==> config.mk <==
export PLATFORM = sky130hd
export DESIGN_NAME = muldiv_sequencer
export DESIGN_NICKNAME = d
export VERILOG_FILES = /design/src/rtl/muldiv_sequencer.sv
export SDC_FILE = /design/constraint.sdc
export NUM_CORES = 1
export LEC_CHECK = 0
export CAP_MARGIN = 20
export CORE_UTILIZATION = 35
export CTS_CLUSTER_SIZE = 8
export DETAILED_ROUTE_END_ITERATION = 12
export PLACE_DENSITY = 0.81
export RECOVER_POWER = 50
export SYNTH_ARGS = -nofsm -noshare
export SYNTH_HDL_FRONTEND = slang
export SYNTH_SLANG_ARGS = --single-unit
export TNS_END_PERCENT = 50
==> constraint.sdc <==
create_clock -name clk -period 4.2 [get_ports clk]
set_clock_uncertainty 0.1 [all_clocks]
set_input_delay 0.84 -clock clk [delete_from_list [all_inputs] [get_ports clk]]
set_output_delay 0.84 -clock clk [all_outputs]
set_load 0.1 [all_outputs]
==> src/rtl/muldiv_sequencer.sv <==
// rtl/muldiv_sequencer.sv - MULT/DIV request sequencer owning the multiplier/divider handshake and HI/LO write-back
//
// Accepts one MULT or DIV request from the control unit and latches the operands.
// It then pulses the selected unit's start and waits for that unit's ready.
// It finishes with a single HI/LO write, a divide-by-zero exception, or (optionally) a timeout exception.
//
// Optional feature macro: MULDIV_TIMEOUT_EN
//   defined   : WAIT is bounded to TIMEOUT_CYCLES cycles, then TIMEOUT raises exc_timeout
//   undefined : WAIT waits indefinitely, exc_timeout is tied low
//
// Ports:
//   clk, reset                      clock (rising edge), asynchronous active-high reset
//   req_valid, req_op, req_ready    request handshake; req_op 0 = MULT, 1 = DIV
//   a, b                            request operands (rs, rt)
//   op_a, op_b                      latched operands driven to both units
//   mult_start, div_start           one-cycle unit start pulses
//   mult_ready, div_ready           unit completion inputs
//   mult_hi/lo, div_hi/lo, div_zero unit results; div_zero valid with div_ready
//   hi_out, lo_out, hi_wr, lo_wr    registered results and HI/LO load enables
//   done, exc_div_zero, exc_timeout one-cycle completion / exception pulses
//   busy                            high whenever not IDLE
module muldiv_sequencer #(
   parameter int WIDTH          = 32,
   parameter int TIMEOUT_CYCLES = 64
) (
   input  logic             clk,
   input  logic             reset,
   input  logic             req_valid,
   input  logic             req_op,
   output logic             req_ready,
   input  logic [WIDTH-1:0] a,
   input  logic [WIDTH-1:0] b,
   output logic [WIDTH-1:0] op_a,
   output logic [WIDTH-1:0] op_b,
   output logic             mult_start,
   output logic             div_start,
   input  logic             mult_ready,
   input  logic             div_ready,
   input  logic [WIDTH-1:0] mult_hi,
   input  logic [WIDTH-1:0] mult_lo,
   input  logic [WIDTH-1:0] div_hi,
   input  logic [WIDTH-1:0] div_lo,
   input  logic             div_zero,
   output logic [WIDTH-1:0] hi_out,
   output logic [WIDTH-1:0] lo_out,
   output logic             hi_wr,
   output logic             lo_wr,
   output logic             done,
   output logic             exc_div_zero,
   output logic             exc_timeout,
   output logic             busy
);

   typedef enum logic [2:0] {
      S_IDLE   = 3'd0,
      S_LAUNCH = 3'd1,
      S_WAIT   = 3'd2,
      S_WRITE  = 3'd3,
`ifdef MULDIV_TIMEOUT_EN
      S_FAULT   = 3'd4,
      S_TIMEOUT = 3'd5
`else
      S_FAULT  = 3'd4
`endif
   } state_t;

   state_t state;
   state_t state_next;

   logic op_div;       // latched request type, 1 = DIV
   logic accept;
   logic unit_ready;   // ready of the selected unit only
   logic unit_fault;   // selected unit reports divide-by-zero
   logic capture;

   assign accept     = (state == S_IDLE) && req_valid;
   assign unit_ready = op_div ? div_ready : mult_ready;
   assign unit_fault = op_div && div_zero;
   assign capture    = (state == S_WAIT) && unit_ready && !unit_fault;

`ifdef MULDIV_TIMEOUT_EN
   localparam int CNT_W = $clog2(TIMEOUT_CYCLES + 1);
   localparam logic [CNT_W-1:0] CNT_LAST = CNT_W'(TIMEOUT_CYCLES - 1);

   logic [CNT_W-1:0] wait_cnt;

   // Counts WAIT cycles already spent without ready; cleared in LAUNCH so it
   // reads zero on the first WAIT cycle.
   always_ff @(posedge clk or posedge reset) begin
      if (reset) begin
         wait_cnt <= '0;
      end else if (state == S_LAUNCH) begin
         wait_cnt <= '0;
      end else if ((state == S_WAIT) && !unit_ready) begin
         wait_cnt <= wait_cnt + 1'b1;
      end
   end
`endif

   always_ff @(posedge clk or posedge reset) begin
      if (reset) begin
         state  <= S_IDLE;
         op_div <= 1'b0;
         op_a   <= '0;
         op_b   <= '0;
         hi_out <= '0;
         lo_out <= '0;
      end else begin
         state <= state_next;
         if (accept) begin
            op_div <= req_op;
            op_a   <= a;
            op_b   <= b;
         end
         if (capture) begin
            hi_out <= op_div ? div_hi : mult_hi;
            lo_out <= op_div ? div_lo : mult_lo;
         end
      end
   end

   always_comb begin
      state_next = state;
      case (state)
         S_IDLE: begin
            if (req_valid) begin
               // A zero divisor is caught here so the divider is never started.
               if (req_op && (b == '0)) begin
                  state_next = S_FAULT;
               end else begin
                  state_next = S_LAUNCH;
               end
            end
         end
         S_LAUNCH: begin
            state_next = S_WAIT;
         end
         S_WAIT: begin
            // Ready takes priority over an expiring timeout.
            if (unit_ready) begin
               state_next = unit_fault ? S_FAULT : S_WRITE;
`ifdef MULDIV_TIMEOUT_EN
            end else if (wait_cnt == CNT_LAST) begin
               state_next = S_TIMEOUT;
`endif
            end
         end
         S_WRITE: begin
            state_next = S_IDLE;
         end
         S_FAULT: begin
            state_next = S_IDLE;
         end
`ifdef MULDIV_TIMEOUT_EN
         S_TIMEOUT: begin
            state_next = S_IDLE;
         end
`endif
         default: begin
            state_next = S_IDLE;
         end
      endcase
   end

   // All control outputs decode from the state register (plus the latched op),
   // so nothing combinationally follows an input.
   assign req_ready    = (state == S_IDLE);
   assign busy         = (state != S_IDLE);
   assign mult_start   = (state == S_LAUNCH) && !op_div;
   assign div_start    = (state == S_LAUNCH) && op_div;
   assign hi_wr        = (state == S_WRITE);
   assign lo_wr        = (state == S_WRITE);
   assign exc_div_zero = (state == S_FAULT);

`ifdef MULDIV_TIMEOUT_EN
   assign exc_timeout = (state == S_TIMEOUT);
   assign done        = (state == S_WRITE) || (state == S_FAULT) || (state == S_TIMEOUT);
`else
   assign exc_timeout = 1'b0;
   assign done        = (state == S_WRITE) || (state == S_FAULT);
`endif

endmodule

* Word level (Yosys, flattened, before mapping)
Cells that the tools add are included.
** Operators by class
- Reduce and logical (&&, ||, !) cells :: 14
- Multiplexer cells :: 8
- Equality and inequality tests :: 6
** Operators by type and width (count)
- $mux 32 :: 2
- $logic_not 32->1 :: 1
- $mux 3 :: 4
- $pmux 3 s3 :: 1
- $logic_and 1x1->1 :: 7
- $eq 3x2->1 const B :: 2
- $ne 2x2->1 const B :: 2
- $eq 3x1->1 const B :: 1
- $eq 3x3->1 const B :: 1
- $logic_not 3->1 :: 1
- $reduce_bool 3->1 :: 1
- $logic_not 1->1 :: 2
- $reduce_and 2->1 :: 1
- $logic_or 1x1->1 :: 1
- $mux 1 :: 1
** Storage, ports and cells
- Bits of input ports :: 199
- Output and inout bits :: 137
- Word-level logic and storage cells :: 34
- Register bits after elaboration :: 132

* Longest topological paths before layout
Gate-level depths: netlist of run 1.
- Word-level depth :: 5
- Mapped depth :: 7
- Mapped depth without buffers :: 4

* Worst setup path before layout of run 1
OpenSTA, ideal clock, no wires.
- Path kind :: flip-flop to output port
- Start :: register state[2]
- End :: output port busy
- Stages on the path, launching flop included :: 3
- Slack :: -0.583 ns
- Arrival time :: 3.843 ns
- Required time :: 3.260 ns
- Buffers on the path :: 0
- Cells stage by stage :: dfrtp_1 -> nor3_1 -> inv_1
** Between the ends
- Longest elaborated chain between the ends :: 1
** Ends and longest elaborated chain
- from (decl) :: line 67 : state_t state;
- from (signal assigned) :: line 109 : state <= state_next;
- $reduce_bool 3->1 :: line 168 : assign busy = (state != S_IDLE);
- to (decl) :: line 51 : output logic busy
Every way passes these cells.

* Worst setup path after layout of run 1
- Start :: register op_div
- End :: output port div_start
** Between the ends
- Longest elaborated chain between the ends :: 1
** Ends and longest elaborated chain
- from (decl) :: line 70 : logic op_div;
- from (signal assigned) :: line 111 : op_div <= req_op;
- $logic_and 1x1->1 :: line 170 : assign div_start = (state == S_LAUNCH) && op_div;
- to (decl) :: line 36 : output logic div_start,
Every way passes these cells.

==> results of run 1 <==
[cells by family after synthesis]
family / after synthesis
DFF: 132
muxes: 129
and+or+nand+nor: 90
AOI/OAI and AO/OA: 70
buffers and inverters: 33
other: 1
[registers in the layout (all words and copies together), names as in the netlist]
signal,cells
state,3
lo_out,32
op_div,1
hi_out,32
op_b,32
op_a,32
[worst max-delay path, cell delays in order, from the launching register on]
cell	delay, ps
dfrtp_1	1400
nor3b_1	310
buf_4	330
[routing by layer]
| metal | vias up | part of all wire |
|---|---|---|
| met4 | 0 | 0.023 |
| met2 | 186 | 0.53 |
| met3 | 28 | 0.070 |
| li1 | 2267 | - |
| met5 | - | 0 |
| met1 | 2261 | 0.38 |
[final cells by class]
cell class              instances  area, sq um  area share
well taps                     220        275.3     0.02747
clock inverters                12        180.2     0.01798
flip-flops and latches        132         3303      0.3296
multi-input cells             290         2374      0.2369
repair buffers                344         3443      0.3436
inverters                       2        8.758   0.0008740
clock buffers                  20        436.7     0.04358
[stage by stage]
stage	setup WS, ps	instance area [sq um]	TNS [ps]	cells
after floorplan	-170.5	5971	-170.5	455
after global placement	1276	9428	0	988
after detailed placement	1239	9428	0	988
after CTS	833.6	10040	0	1020
after global routing	632.3	10020	0	1020
final	809.5	10020	0	1020
[cell usage after synthesis (all sizes together), types with 2 or more instances]
| library cell | n | area (sq um) |
|---|---|---|
| a21oi | 66 | 551.8 |
| buf | 27 | 265.3 |
| clkbuf | 4 | 15.01 |
| dfrtp | 132 | 3303 |
| inv | 2 | 7.510 |
| mux2 | 65 | 732.0 |
| mux2i | 64 | 640.6 |
| nand2b | 2 | 12.51 |
| nand3 | 2 | 10.01 |
| nand3b | 2 | 15.01 |
| nand4 | 2 | 12.51 |
| nor2 | 65 | 244.0 |
| nor3 | 3 | 15.01 |
| nor3b | 2 | 15.01 |
| nor4 | 6 | 37.54 |
[placed cells by master (no fill, tap or decap), types with 3 or more instances in the layout]
master	instances
clkdlybuf4s50_1	328
dfrtp_1	132
nor2_1	65
mux2_2	65
mux2i_1	64
a21oi_2	56
clkbuf_16	17
a21oi_1	9
buf_4	9
nor4_1	6
bufinv_16	4
clkbuf_1	3
clkinv_4	3
buf_12	3
[how the worst max path moves through the flow]
stage	from	endpoint	cells past startpoint
floorplan	state[2]$_DFFE_PP0P_	done	2
finish	op_div$_DFFE_PP0P_	div_start	2
CTS	state[2]$_DFFE_PP0P_	req_ready	2
global placement	div_zero	lo_out[21]$_DFFE_PP0P_	6
detailed placement	div_zero	hi_out[15]$_DFFE_PP0P_	6
global route	op_div$_DFFE_PP0P_	state[2]$_DFFE_PP0P_	3
==> impl_metrics.toml, run 1 <==
[drt]
dr.pass1.iters = 4
viasPerCell = 4.649
drt-wirelength-per-cell_um = 16.24
drc = 0
first_iter_violations = 135
ant_nets = 0
vias = 4742
postRouteWirelength_um = 16560

[sta]
slew_viol_final = 186
min_period_ps = 3391
fmax_ghz = 0.2949
fin_crit_sh = 0.8073
rsz0062_at_grt = "false"
hold_ws_ps = 404.8
hold_viol = 0
maxSlewHeadroom = -0.1791
worstMarginPinSlew_ps = 1769
setup_viol = 0

[run]
drv_cap = 3

[die]
fp.dieW_um = 132.5
pin_count = 336
std_cell_rows = 47
die_h_um = 132.5
die-area_sq_um = 17560
floorplan.initialDensity = 0.3595
coreArea_sq_um = 16580

[global_routing]
overflow = 0
use_met2 = 0.3474
grtUsageMet1 = 0.2104
first_global_vias = 4963
met3_usage = 0.05632
grt_max_degree = 130
antenna_found_initial = 0
grt_usage = 0.1919
grt_pass1_wl_um = 26080
top_usage_layer = "met2"

[synthesis]
synthSimpleGateAreaFrac = 0.06884
muxShareOfSynthArea = 0.2302
synth.net_count = 654
ys_types = 32
synth_edf_count = 0
netlist_instances = 455
synth_top_family_by_area = "multiplexers"
postSynth.asyncResetShare = 1.000
ys_seq_area_frac = 0.5540
syn-mean-instance-area_sq_um = 13.10
synth_compound_area_frac = 0.09801
ys.flop_type = "dfrtp_1"
synth-xor-area-share = 0
ys_warn_count = 0
ys_seq_elements = 132
syn_area_sq_um = 5962
synthAdderAreaFrac = 0

[cts]
cts_resized = 0
cts_root_buf = "clkbuf_16"
cts-buffers-inserted = 17
cts_hold_buffers = 0
post_cts_buffers = 0
clk_latency_ps = 410
clk_pin_slew_ps = 60
tritoncts = "done"
clkSinkCount = 132
ctsHtreeMaxLevel = 4
clockBufferDepth = 2

[final_layout]
area_delta_synth_final_pct = 68.08
diodes = 0
fill_cells = 1389
fin_util = 0.6043
nNetsFinal = 986
drive_gt1_frac = 0.2113

[setup_path]
worst-setup-path-type = "reg -> out"
cp.arrival_ps = 2450
reg2reg_from = "op_div$_DFFE_PP0P_"
crit_path_max_fanout = 30
end_kind = "primary output"
critPathRequiredTime_ps = 3260
reg2regPathDepth = 3
cp-start-kind = "register"
r2r_slack_ps = 830
worstReg2RegEnd = "state[2]$_DFFE_PP0P_"

[min_path]
min_path_cells = 1
hold_path.class = "reg -> reg"
min_to = "op_a[7]$_DFFE_PP0P_"
min_from = "op_a[7]$_DFFE_PP0P_"

[placed_design]
gp_congestion = 0.7809
dpl.hpwl_um = 12630
port_buffers = 334

[outcome]
status = "finished with violations"
violations = "max-capacitance violations, max-slew violations"
Power of run 1 is not shown: default switching activity piles up to over one toggle a cycle in this logic, so the estimate is an artifact.
==> inputs of run 2 (changes only) <==
Clock period 4.2 ns to 2.9 ns, I/O delays scaled along.
==> run 2 against run 1 <==
The flow now finishes without violations. Via count unchanged. Core utilization down 2.7 points. Critical endpoint unchanged. Final area down 4.5%. Critical path type unchanged.
==> impl_metrics.toml, run 2 (synthesized netlist as in run 1, its figures left out) <==
[die]
pin_count = 336
die_h_um = 132.5
coreArea_sq_um = 16580
floorplan.initialDensity = 0.3595
std_cell_rows = 47
fp.dieW_um = 132.5
die-area_sq_um = 17560

[setup_path]
reg2regPathDepth = 5
critPathRequiredTime_ps = 2220
r2r_slack_ps = 810
cp-start-kind = "register"
end_kind = "primary output"
worst-setup-path-type = "reg -> out"
reg2reg_from = "op_div$_DFFE_PP0P_"
cp.arrival_ps = 1780
crit_path_max_fanout = 27
worstReg2RegEnd = "lo_out[2]$_DFFE_PP0P_"

[sta]
hold_viol = 0
rsz0062_at_grt = "false"
setup_viol = 0
layout_setup_ws_ps = 438.6
min_period_ps = 2461
worstMarginPinSlew_ps = 1233
maxSlewHeadroom = 0.1815
fin_crit_sh = 0.8488
fin_setup_tns_ps = 0
hold_ws_ps = 403.2
slew_viol_final = 0
fmax_ghz = 0.4063

[cts]
cts_root_buf = "clkbuf_16"
clkSinkCount = 132
clockBufferDepth = 2
ctsHtreeMaxLevel = 4
cts_hold_buffers = 0
cts_resized = 0
clk_latency_ps = 410
tritoncts = "done"
post_cts_buffers = 0
cts-buffers-inserted = 17
clk_pin_slew_ps = 50

[final_layout]
ff_latch_area_sq_um = 3307
area_delta_synth_final_pct = 60.44
multiInputGateArea_sq_um = 2376
layout_commonest_cell = "clkdlybuf4s50_1"
diodes = 0
nNetsFinal = 990
final_cell_mix = "clkdlybuf4s50_1 (197), dfrtp_1 (131), buf_4 (75)"
finish.instance_area_sq_um = 9565
fill_cells = 1460
drive_gt1_frac = 0.2998

[global_routing]
met3_usage = 0.05977
overflow = 0
antenna_found_initial = 0
top_usage_layer = "met2"
use_met2 = 0.3380
grt_pass1_wl_um = 25790
first_global_vias = 4924
grt_max_degree = 62
grt_usage = 0.1898
grtUsageMet1 = 0.2097

[drt]
postRouteWirelength_um = 16420
ant_nets = 0
viasPerCell = 4.631
vias = 4742
drc = 0
dr.pass1.iters = 5
drt-wirelength-per-cell_um = 16.04
first_iter_violations = 141

[outcome]
status = "completed"

[placed_design]
dpl.hpwl_um = 12660
gp_congestion = 0.7881
port_buffers = 334
place_ws_ps = 469.9
place_area_sq_um = 9165

[min_path]
min_from = "op_a[19]$_DFFE_PP0P_"
min_to = "op_a[19]$_DFFE_PP0P_"
hold_path.class = "reg -> reg"
min_path_cells = 1

[run]
drv_cap = 0
## run 2: changes by cell type in the layout (fill, tap and decap cells not counted), sizes merged
| cell | previous run | this run |
|---|---|---|
| buf | 12 | 81 |
| bufinv | 4 | 6 |
| clkbuf | 22 | 88 |
| clkdlybuf4s50 | 328 | 197 |
| clkinv | 5 | 3 |
| dlygate4sd3 | 2 | 1 |
| inv | 2 | 3 |
## run 2: routing by layer
layer,share of wire,wire [um]
met1,0.38,6302
met2,0.52,8621
met3,0.072,1181
met4,0.019,319
met5,0,0
## run 2: worst max-delay path by stage
| stage | start | endpoint | slack [ps] | cells after the start |
|---|---|---|---|---|
| after floorplan | state[2]$_DFFE_PP0P_ | done | -1210 | 2 |
| after global placement | div_zero | lo_out[9]$_DFFE_PP0P_ | 520 | 6 |
| after detailed placement | div_zero | lo_out[4]$_DFFE_PP0P_ | 470 | 6 |
| after CTS | op_div$_DFFE_PP0P_ | div_start | 380 | 2 |
| after global routing | op_div$_DFFE_PP0P_ | div_start | 320 | 2 |
| final | op_div$_DFFE_PP0P_ | div_start | 440 | 2 |
## run 2: area by class of cell
type / instances / share of cell area
inverters: 2 / 0.0009156
flip-flops and latches: 132 / 0.3457
clock buffers: 19 / 0.04630
clock inverters: 13 / 0.02381
well taps: 220 / 0.02878
multi-input cells: 290 / 0.2484
repair buffers: 348 / 0.3061
## run 2: worst max-delay path, stage by stage (launching register included)
cell,delay (ps)
dfrtp_4,730
nor3b_1,410
buf_12,230
## run 2: per-stage QoR
step | instances | util
2_1_floorplan | 455 | -
3_3_place_gp | 992 | 0.5527
3_5_place_dp | 992 | 0.5527
4_1_cts | 1024 | 0.5931
5_1_grt | 1024 | 0.5768
6_report | 1024 | 0.5768
Power of run 2 is left out for the same reason.
